$ cat src/rtl/output_axis_streamer.sv
// output_axis_streamer
// Captures output-feature-map words from the output buffer into a small
// first-word-fall-through FIFO and presents them as an AXI4-Stream master.
// One frame is OFM_SIZE elements. TLAST marks the final element, and
// frame_done pulses the cycle after the final handshake. The upstream
// buffer cannot be stalled, so words that cannot be stored are dropped and
// flagged through a sticky overflow bit.
//
// Ports
//   clk            rising-edge clock
//   reset          asynchronous active-low reset
//   in_valid       qualifies in_data (output_buffer_ready)
//   in_data        32-bit feature-map element
//   m_axis_tready  downstream ready
//   m_axis_tvalid  FIFO non-empty
//   m_axis_tdata   FIFO head word (0 while empty)
//   m_axis_tlast   high with tvalid on the frame's final element
//   frame_done     one-cycle pulse after the last handshake of a frame
//   overflow       sticky dropped-word flag, cleared only by reset
//   fill_level     FIFO occupancy
module output_axis_streamer #(
    parameter int unsigned OFM_SIZE   = 49,
    parameter int unsigned FIFO_DEPTH = 16,
    parameter int unsigned CW         = $clog2(OFM_SIZE + 1),
    parameter int unsigned LW         = $clog2(FIFO_DEPTH + 1)
) (
    input  logic          clk,
    input  logic          reset,
    input  logic          in_valid,
    input  logic [31:0]   in_data,
    input  logic          m_axis_tready,
    output logic          m_axis_tvalid,
    output logic [31:0]   m_axis_tdata,
    output logic          m_axis_tlast,
    output logic          frame_done,
    output logic          overflow,
    output logic [LW-1:0] fill_level
);

    localparam int unsigned DW = 32;
    localparam int unsigned AW = (FIFO_DEPTH > 1) ? $clog2(FIFO_DEPTH) : 1;
    localparam int unsigned PW = AW + 1;
    localparam logic [CW-1:0] FRAME_LEN  = CW'(OFM_SIZE);
    localparam logic [CW-1:0] FRAME_LAST = CW'(OFM_SIZE - 1);

    typedef enum logic [1:0] {
        S_IDLE  = 2'd0,
        S_RUN   = 2'd1,
        S_DRAIN = 2'd2
    } state_e;

    state_e         state_q,    state_d;
    logic [PW-1:0]  wr_ptr_q,   wr_ptr_d;
    logic [PW-1:0]  rd_ptr_q,   rd_ptr_d;
    logic [CW-1:0]  in_cnt_q,   in_cnt_d;
    logic [CW-1:0]  out_cnt_q,  out_cnt_d;
    logic           tvalid_q,   tvalid_d;
    logic [DW-1:0]  tdata_q,    tdata_d;
    logic           tlast_q,    tlast_d;
    logic           done_q,     done_d;
    logic           ovf_q,      ovf_d;
    logic [LW-1:0]  fill_q,     fill_d;

    logic [DW-1:0]  mem_q [FIFO_DEPTH];

    logic           rd_en;
    logic           wr_en;
    logic           full;
    logic [CW-1:0]  in_cnt_inc;

    // Handshake and write qualification
    always_comb begin
        rd_en      = tvalid_q & m_axis_tready;
        // Same slot index with differing wrap bits means full
        full       = (wr_ptr_q[AW] != rd_ptr_q[AW]) &&
                     (wr_ptr_q[AW-1:0] == rd_ptr_q[AW-1:0]);
        wr_en      = in_valid && (state_q != S_DRAIN) && (!full || rd_en);
        in_cnt_inc = in_cnt_q + CW'(1);
    end

    // Pointer, output-stage and frame FSM next-state logic
    always_comb begin
        state_d   = state_q;
        in_cnt_d  = in_cnt_q;
        out_cnt_d = out_cnt_q;
        done_d    = 1'b0;
        wr_ptr_d  = wr_ptr_q;
        rd_ptr_d  = rd_ptr_q;
        tdata_d   = '0;

        if (wr_en) wr_ptr_d = wr_ptr_q + PW'(1);
        if (rd_en) rd_ptr_d = rd_ptr_q + PW'(1);

        unique case (state_q)
            S_IDLE, S_RUN: begin
                if (wr_en) begin
                    in_cnt_d = in_cnt_inc;
                    state_d  = (in_cnt_inc == FRAME_LEN) ? S_DRAIN : S_RUN;
                end
                if (rd_en) out_cnt_d = out_cnt_q + CW'(1);
            end
            S_DRAIN: begin
                if (rd_en) begin
                    if (out_cnt_q == FRAME_LAST) begin
                        state_d   = S_IDLE;
                        in_cnt_d  = '0;
                        out_cnt_d = '0;
                        done_d    = 1'b1;
                    end else begin
                        out_cnt_d = out_cnt_q + CW'(1);
                    end
                end
            end
            default: begin
                state_d   = S_IDLE;
                in_cnt_d  = '0;
                out_cnt_d = '0;
            end
        endcase

        fill_d   = LW'(wr_ptr_d - rd_ptr_d);
        tvalid_d = (wr_ptr_d != rd_ptr_d);
        // The next head is either an existing entry or, when it lands in the
        // slot being written this cycle, the incoming word itself.
        if (tvalid_d) begin
            if (wr_en && (rd_ptr_d[AW-1:0] == wr_ptr_q[AW-1:0]))
                tdata_d = in_data;
            else
                tdata_d = mem_q[rd_ptr_d[AW-1:0]];
        end
        tlast_d = tvalid_d && (out_cnt_d == FRAME_LAST);
        ovf_d   = ovf_q | (in_valid & ~wr_en);
    end

    // FIFO storage; contents are meaningless until the pointers cover them
    always_ff @(posedge clk) begin
        if (wr_en) mem_q[wr_ptr_q[AW-1:0]] <= in_data;
    end

    // State, pointer and output registers
    always_ff @(posedge clk or negedge reset) begin
        if (!reset) begin
            state_q   <= S_IDLE;
            wr_ptr_q  <= '0;
            rd_ptr_q  <= '0;
            in_cnt_q  <= '0;
            out_cnt_q <= '0;
            tvalid_q  <= 1'b0;
            tdata_q   <= '0;
            tlast_q   <= 1'b0;
            done_q    <= 1'b0;
            ovf_q     <= 1'b0;
            fill_q    <= '0;
        end else begin
            state_q   <= state_d;
            wr_ptr_q  <= wr_ptr_d;
            rd_ptr_q  <= rd_ptr_d;
            in_cnt_q  <= in_cnt_d;
            out_cnt_q <= out_cnt_d;
            tvalid_q  <= tvalid_d;
            tdata_q   <= tdata_d;
            tlast_q   <= tlast_d;
            done_q    <= done_d;
            ovf_q     <= ovf_d;
            fill_q    <= fill_d;
        end
    end

    assign m_axis_tvalid = tvalid_q;
    assign m_axis_tdata  = tdata_q;
    assign m_axis_tlast  = tlast_q;
    assign frame_done    = done_q;
    assign overflow      = ovf_q;
    assign fill_level    = fill_q;

endmodule

$ cat config.mk
export PLATFORM = sky130hd
export DESIGN_NAME = output_axis_streamer
export DESIGN_NICKNAME = d
export VERILOG_FILES = /design/src/rtl/output_axis_streamer.sv
export SDC_FILE = /design/constraint.sdc
export NUM_CORES = 1
export LEC_CHECK = 0
export BUFFER_PORTS_ARGS = -buffer_cell sky130_fd_sc_hd__buf_4
export CAP_MARGIN = 20
export CORE_UTILIZATION = 35
export DETAILED_ROUTE_END_ITERATION = 16
export PLACE_DENSITY = 0.51
export SYNTH_ARGS = -nofsm -noshare
export SYNTH_HDL_FRONTEND = slang
export SYNTH_SLANG_ARGS = --single-unit
$ cat constraint.sdc
create_clock -name clk -period 6.3 [get_ports clk]
set_clock_uncertainty 0.1 [all_clocks]
set_input_delay 1.26 -clock clk [delete_from_list [all_inputs] [get_ports clk]]
set_output_delay 1.26 -clock clk [all_outputs]
set_load 0.1 [all_outputs]
Word-level counts from Yosys, hierarchy flattened
Memory sizes are Yosys's and may differ from the RTL's. Cells that the tools add are included.

Logic and storage cells: 66. Input port bits: 36. RAM bits: 512. ROM bits: 0. Latch bits: 0. Bits in registers: 65. Memories: 1.

Memories: mem_q (depth 16, width 32, read ports 1, clocked after Yosys merged registers in 0, wr ports 1, line 64) `logic [DW-1:0] mem_q [FIFO_DEPTH];`.

Div/mod/pow operators: 0. Shifts and indexed selects: 0. Add/sub/neg operators: 5. Multipliers: 0. Order comparisons: 0. Multiplexer cells: 22. Bitwise gates (word level): 4. Eq/ne operators: 13. Reduce and logical (&&, ||, !) cells: 10.

Operator list (number): 32-bit two-way mux (2); 6-bit two-way mux (6); 6-bit one-hot mux with 2 select lines (2); 6-bit == test (second input constant) (3); 6-bit by 1-bit adder with 6-bit output (second input constant) (2); 5-bit by 1-bit adder with 5-bit output (second input constant) (2); 5-bit two-way mux (2); 4-bit == test (2); 2-bit two-way mux (4); 2-bit != test (second input constant) (4); 1-bit logical AND (5); 1-bit two-way mux (5); 5-bit != test (1); 5-bit subtractor (1); 2-bit one-hot mux with 2 select lines (1); 3-bit AND reduction (1); 1-bit bitwise AND (2); 2-bit by 1-bit == test with 1-bit output (second input constant) (1); 2-bit == test (second input constant) (1); 2-bit zero test (1); 2-bit OR reduction (1); 1-bit zero test (1); 1-bit logical OR (1); 1-bit != test (1); 2 further kinds (2).

Depth between registers and ports, before layout
Gate-level depths: netlist of run 1.

Depth in word-level cells: 8. Mapped depth: 13.

Worst setup path after synthesis of run 1
No wires, ideal clock.

Path type: input -> register. From: in m_axis_tready. To: mem mem_q[3][0] (enable). Library setup time: 461 ps. Arrival: 4310 ps. Path buffers: 2. Stages on the path: 7. Data required time: 5739 ps. Setup slack: 1429 ps. Path through: buf_2 > nand2_1 > nand4b_1 > o211a_1 > buf_4 > nand2_1 > nor3_1.

Cells in the longest elaborated chain, start to end: 5.

Ends and longest elaborated chain: start: declaration (line 31) `input logic m_axis_tready,`; 1-bit bitwise AND (line 73) `rd_en = tvalid_q & m_axis_tready;`; 1-bit logical OR (line 77) `wr_en = in_valid && (state_q != S_DRAIN) && (!full || rd_en);`; 1-bit logical AND (line 77); 1-bit two-way mux (line 137) `if (wr_en) mem_q[wr_ptr_q[AW-1:0]] <= in_data;`; 1-bit two-way mux (not written as such) (line 137); end: declaration (line 64).

Every way passes these cells.

Worst setup path in the final report of run 1
From: reg rd_ptr_q[0]. To: reg tdata_q[28] (netlist: m_axis_tdata[28]).

Cells in the longest elaborated chain, start to end: 8. Elaborated cells on any way between the ends: 14. Those cells by class: 1 x add/sub; 3 x eq/ne; 4 x mux; 5 x reduce/logical; 1 x memory.

Ends and longest elaborated chain: start: declaration (line 54) `logic [PW-1:0] rd_ptr_q, rd_ptr_d;`; start signal: assignment (line 157) `rd_ptr_q <= rd_ptr_d;`; parallel branches: the longest is 7 deep, another holds memory read 16 x 32 bit; 32-bit two-way mux (*) (line 125) `if (tvalid_d) begin`; named net tdata_d[28] (line 58) `logic [DW-1:0] tdata_q, tdata_d;`; end signal: assignment (line 161) `tdata_q <= tdata_d;`; end: declaration (line 58).

Mark *: on every way through the listed nets, which the timed path passes. A chain may end at the register's enable or synchronous reset.

==> results of run 1 <==
worst paths after layout:
path | start | slack (ns) | end | depth (start not counted)
worst max register to register | rd_ptr_q[0] | 2.16 | m_axis_tdata[28] | 8
worst max-delay path | rd_ptr_q[0] | 2.16 | m_axis_tdata[28] | 8
worst min-delay path | wr_ptr_q[4] | 0.42 | wr_ptr_q[4] | 1
worst min register to register | wr_ptr_q[4] | 0.42 | wr_ptr_q[4] | 1
min in group asynchronous | reset | 0.58 | m_axis_tlast | 1
max in group asynchronous | reset | 4.40 | rd_ptr_q[0] | 2
worst reg2reg max path, delay by kind of cell, from the launching register on:
kind / cells / cell delay [ns]
fa+ha+maj: 1 / 0.99
simple gates: 2 / 0.96
buf+inv: 2 / 0.56
compound gates: 3 / 0.76
flops: 1 / 0.65
kinds of logic (layout without fill, tap and decap cells):
group                    Yosys count  in the layout  synth area share, %
AND/OR/NAND/NOR                  244            244                 4.72
multiplexers                      70             70                 5.82
flip-flops                       577            577                 67.0
adder cells (fa/ha/maj)           14             14                0.720
buffers and inverters            188            259                 3.42
AO/OA/AOI/OAI                    589            589                 17.1
XOR/XNOR                          30             30                 1.23
cells in the final DEF (no fill, tap or decap), types with 3 or more instances in the layout:
| cell | n |
|---|---|
| inv_2 | 3 |
| dfrtp_1 | 62 |
| a211oi_1 | 21 |
| a311oi_1 | 31 |
| edfxtp_1 | 512 |
| o21ai_0 | 103 |
| ha_1 | 12 |
| mux2i_1 | 7 |
| nor2_4 | 13 |
| nand2b_1 | 26 |
| a21oi_1 | 54 |
| xnor2_1 | 14 |
| nor2_1 | 43 |
| o22ai_1 | 32 |
| clkinv_1 | 13 |
| inv_6 | 4 |
| nor4_1 | 3 |
| a31oi_1 | 24 |
| a211o_1 | 29 |
| nand4_1 | 14 |
| clkbuf_1 | 15 |
| a22oi_1 | 42 |
| buf_12 | 4 |
| o211ai_1 | 64 |
| a221oi_1 | 85 |
| a32oi_1 | 22 |
| clkbuf_8 | 7 |
| nor2_2 | 3 |
| nand3_1 | 71 |
| clkinv_2 | 11 |
| o311ai_0 | 10 |
| clkbuf_16 | 67 |
| nand2_1 | 53 |
| mux4_2 | 62 |
| nor3_2 | 4 |
| inv_1 | 16 |
| o211a_1 | 59 |
| buf_4 | 115 |
| xor2_1 | 12 |
power by group through the flow:
stage	clock, mW	combinational, mW	sequential, mW
3_5_place_dp	0	0.0945	4.25
5_1_grt	3.86	0.103	4.17
4_1_cts	3.72	0.0948	4.17
3_3_place_gp	0	0.0908	4.25
2_1_floorplan	0	0.0120	4.25
6_report	3.62	0.0938	4.17
cell type report:
cell class | count | area, µm²
clock buffer | 89 | 1830
clock inverter | 29 | 198
fill | 6576 | 42700
inverter | 22 | 88.8
multi-input combinational | 947 | 7650
sequential | 577 | 17000
tap | 950 | 1190
timing repair buffer | 119 | 943
sequential cells by signal (all words and copies together), names as in the netlist:
signal	cells
fill_level	5
frame_done	1
in_cnt_q	6
m_axis_tdata	32
m_axis_tlast	1
m_axis_tvalid	1
mem_q	512
out_cnt_q	6
overflow	1
rd_ptr_q	5
state_q	2
wr_ptr_q	5
routing by layer:
| metal | wire (µm) | vias up |
|---|---|---|
| met1 | 31300 | 8630 |
| met5 | 0 | - |
| met2 | 35800 | 695 |
| li1 | - | 7105 |
| met3 | 5270 | 155 |
| met4 | 2620 | 0 |
per-stage QoR:
step                std cells  util (%)  worst slack (ns)
floorplan                1712         -              1.43
global placement         2614      37.5              1.81
detailed placement       2615      37.5              1.76
CTS                      2733      40.4              2.13
global route             2733      40.4              1.98
finish                   2733      40.4              2.16
==> impl_metrics.tcl, run 1 <==
set metrics [dict create \
    rows 98 \
    leakagePower_nw 9.89 \
    post_cts_buffers 0 \
    synth_edf_count 512 \
    internal-power_mw 6.30 \
    hold_violations 0 \
    cts-htree-levels 3 \
    areaGrowthSynthToFinish_pct 13.9 \
    dieArea_um2 73600 \
    status "finished, final reports clean" \
    synth_area_leaders "edfxtp_1 (61%), dfrtp_1 (6.4%), mux4_2 (5.5%)" \
    syn_area_um2 25400 \
    ys.flop_type "edfxtp_1" \
    yosys_warnings 0 \
    fin_crit_ns 4.14 \
    worst-path-buf-inv 2 \
    yosysUniqueCellTypes 57 \
    wl_per_cell_um 27.5 \
    synth_most_common_cell "edfxtp_1" \
    cts-buffers-inserted 66 \
    globalplace.congestion 0.783 \
    switching_share_pct 20.1 \
    cts.path.max_buffers 3 \
    critPathSlowestCell "ha_2" \
    switchingPower_mw 1.58 \
    pwr-share-clk_pct 46.0 \
    antenna_found_initial 0 \
    yosysTopAreaCell "edfxtp_1" \
    synth_common_cells "edfxtp_1 (512), clkbuf_1 (103), o21ai_0 (103), a221oi_1 (85), nand3_1 (71)" \
    finalCritPeriodShare_pct 65.7 \
    power_mw 7.89 \
    drtIter0Drc 1422 \
    async_reset_ff_share_pct 11.3 \
    die_y_um 271 \
    clk_latency_ns 0.60 \
    synth_area_per_cell_um2 14.8 \
    root_buffer "clkbuf_16" \
    grt_pass1_wl_mm 111 \
    clk_pin_slew_ns 0.06 \
    cts_hold_buf 0 \
    route.detailed.drc 0 \
    placed_area_um2 26900 \
    hpwl_mm 39.3 \
    gr-usage-met3_pct 4.13 \
    crit_path_max_fanout 32 \
    ctsResizeCount 0 \
    synth_top_area_share_pct 60.6 \
    detail-route-antenna-nets 0 \
    drv_cap 0 \
    end_kind "flop" \
    synth_nets 1762 \
    seqPwrFrac_pct 52.9 \
    floorplan.initialDensity_pct 35.4 \
    cts_sinks 577 \
    finalSetupTns_ns 0 \
    netlist_instances 1712 \
    busiest_layer "met2" \
    max_stage_delay_ns 0.98 \
    cts_tree "built" \
    finalSetupViolCount 0 \
    grtUsageMet2_pct 32.8 \
    drv_slew 0 \
    pwr-share-comb_pct 1.2 \
    crit_type "reg2reg" \
    worstMarginPinSlew_ns 1.08 \
    hold_ws_ns 0.419 \
    grt_overflow_total 0 \
    io_buffers 76 \
    cpLargestDelayFamily "adder cells" \
    die_x_um 271 \
    grt_pass1_vias 16800 \
    num_vias 16600 \
    diodes 0 \
    rsz0062_at_grt "false" \
    relSlewSlack_pct 27.8 \
    grt_max_degree 188 \
    p_per_area_nw_per_um2 273 \
    cp.required_ns 6.66 \
    use_met1_pct 26.6 \
    worstPathCellList "ha_2 -> inv_2 -> nor2_2 -> buf_4 -> a221oi_1 -> o211ai_1 -> nand3_1 -> a311oi_1" \
    grtUsageTotal_pct 20.3 \
    drive_gt1_share_pct 17.5 \
    vias_per_cell 6.07 \
    ir_worst_vdd_uv 222 \
    holdCritPathClass "reg2reg" \
    core_um2 71600 \
    yosysSeqAreaShare_pct 67.0 \
    start_kind "flop" \
    dr.pass1.iters 5 \
    nets 1783 \
    ys_ff_latch 577 \
    arrival_ns 4.50 \
    post-route-cell-area_um2 28900 \
    wl_mm 75.0 \
    timing.fmax_mhz 241 \
    ioPinCount 77 \
]
Power figures use the tool's default switching activity.
==> run 2: changes to the inputs <==
Clock period 6.3 ns to 3.87 ns, I/O delays scaled along.
==> run 2 against run 1 <==
Net effect: flip-flop and latch count unchanged; combinational power up 60%; largest power group unchanged; clock power up 65%; total power up 64%; highest routed layer unchanged; sequential power up 63%; cell area up 1.6%.
==> impl_metrics.tcl, run 2 (synthesis gave the netlist of run 1 again) <==
set metrics [dict create \
    detail-route-antenna-nets 0 \
    diodes 0 \
    mostFrequentLayoutCell "edfxtp_1" \
    io_buffers 76 \
    cts_sinks 577 \
    ioPinCount 77 \
    largest_reg_flops 512 \
    clk_pin_slew_ns 0.06 \
    wl_per_cell_um 26.8 \
    drtIter0Drc 1577 \
    grt_pass1_wl_mm 111 \
    drv_cap 0 \
    nets 1812 \
    cts_hold_buf 0 \
    setup_slack_ns 0.542 \
    num_vias 16500 \
    grt_overflow_total 0 \
    leakagePower_nw 10.1 \
    core_um2 71600 \
    ir_worst_vdd_uv 324 \
    cts.path.max_buffers 3 \
    antenna_found_initial 0 \
    die_y_um 271 \
    ctsResizeCount 0 \
    cts_tree "built" \
    wl_mm 73.9 \
    drv_slew 0 \
    worstMarginPinSlew_ns 0.938 \
    timing.fmax_mhz 300 \
    hpwl_mm 40.1 \
    dieArea_um2 73600 \
    holdCritPathClass "in2async" \
    hold_violations 0 \
    switchingPower_mw 2.55 \
    hold_ws_ns 0.192 \
    crit_type "reg2reg" \
    finalSetupViolCount 0 \
    grt_max_degree 140 \
    relSlewSlack_pct 37.5 \
    pwr-share-clk_pct 46.2 \
    die_x_um 271 \
    grtUsageTotal_pct 19.9 \
    cts-htree-levels 2 \
    finalSetupTns_ns 0 \
    root_buffer "clkbuf_16" \
    switching_share_pct 19.8 \
    fin_crit_ns 3.33 \
    p_per_area_nw_per_um2 439 \
    placed_area_um2 27300 \
    cp.required_ns 4.24 \
    seqPwrFrac_pct 52.6 \
    rows 98 \
    end_kind "flop" \
    internal-power_mw 10.3 \
    vias_per_cell 5.96 \
    dr.pass1.iters 7 \
    rsz0062_at_grt "false" \
    post-route-cell-area_um2 29400 \
    arrival_ns 3.70 \
    clk_latency_ns 0.62 \
    finalCritPeriodShare_pct 86.0 \
    dp_slack_ns 0.373 \
    route.detailed.drc 0 \
    areaGrowthSynthToFinish_pct 15.7 \
    pwr-share-comb_pct 1.2 \
    grt_pass1_vias 16800 \
    cts-buffers-inserted 59 \
    crit_path_max_fanout 16 \
    status "finished, final reports clean" \
    globalplace.congestion 0.773 \
    drive_gt1_share_pct 19.0 \
    post_cts_buffers 0 \
    mostFrequentLayoutCells "edfxtp_1 (512), buf_4 (139), o21ai_0 (103)" \
    start_kind "flop" \
    floorplan.initialDensity_pct 35.4 \
]
[run 2: cell count changes in the layout (fill, tap and decap cells not counted), moves of 5 or more]
cell,delta
clkbuf_16,-7
clkbuf_1,-6
bufinv_16,+8
buf_4,+24
clkbuf_8,-5
buf_12,+11
[run 2: final timing paths]
path | slack, ns | depth (start not counted) | to | startpoint
max | 0.54 | 11 | m_axis_tlast | rd_ptr_q[0]
min | 0.19 | 1 | frame_done | reset
max reg2reg | 0.54 | 11 | m_axis_tlast | rd_ptr_q[0]
min reg2reg | 0.41 | 1 | overflow | overflow
max in group asynchronous | 2.74 | 2 | m_axis_tdata[12] | reset
min in group clk | 0.35 | 1 | mem_q[13][24] | in_data[24]
[run 2: power groups by stage]
stage / Combinational [mW] / Clock [mW] / Sequential, mW
after floorplan: 0.0195 / 0 / 6.92
after CTS: 0.154 / 6.09 / 6.78
after global routing: 0.169 / 6.31 / 6.78
after global placement: 0.147 / 0 / 6.91
after detailed placement: 0.154 / 0 / 6.91
final: 0.150 / 5.96 / 6.78
[run 2: routing by layer]
metal / wire (µm) / GRT usage, % / share of wire (%)
met3: 4320 / 3.30 / 5.8
met4: 2070 / 6.34 / 2.8
met2: 36000 / 33.4 / 49
met5: 0 / 0 / 0
met1: 31500 / 26.4 / 43
[run 2: area by class of cell]
| cell class | count | area [µm²] |
|---|---|---|
| well taps | 950 | 1190 |
| flip-flops and latches | 577 | 17000 |
| inverters | 22 | 88.8 |
| clock buffers | 71 | 1560 |
| multi-input cells | 947 | 7670 |
| repair buffers | 155 | 1370 |
| fillers | 6490 | 42300 |
| clock inverters | 40 | 465 |
[run 2: stage by stage]
stage	std cells	total power, mW	utilization [%]
floorplan	1712	6.94	-
global placement	2650	7.06	38.1
detailed placement	2650	7.07	38.1
CTS	2761	13.0	41.0
global route	2762	13.3	41.0
finish	2762	12.9	41.0
[run 2: worst max-delay path, cell delays in order (launching register included)]
cell and delay, ns:
dfrtp_4 0.52, xor2_1 0.18, nand4b_1 0.26, o211a_1 0.34, buf_4 0.19, nand2_1 0.10
xnor2_1 0.15, ha_1 0.31, and4_1 0.22, and2_2 0.20, buf_4 0.21, nor4_1 0.40
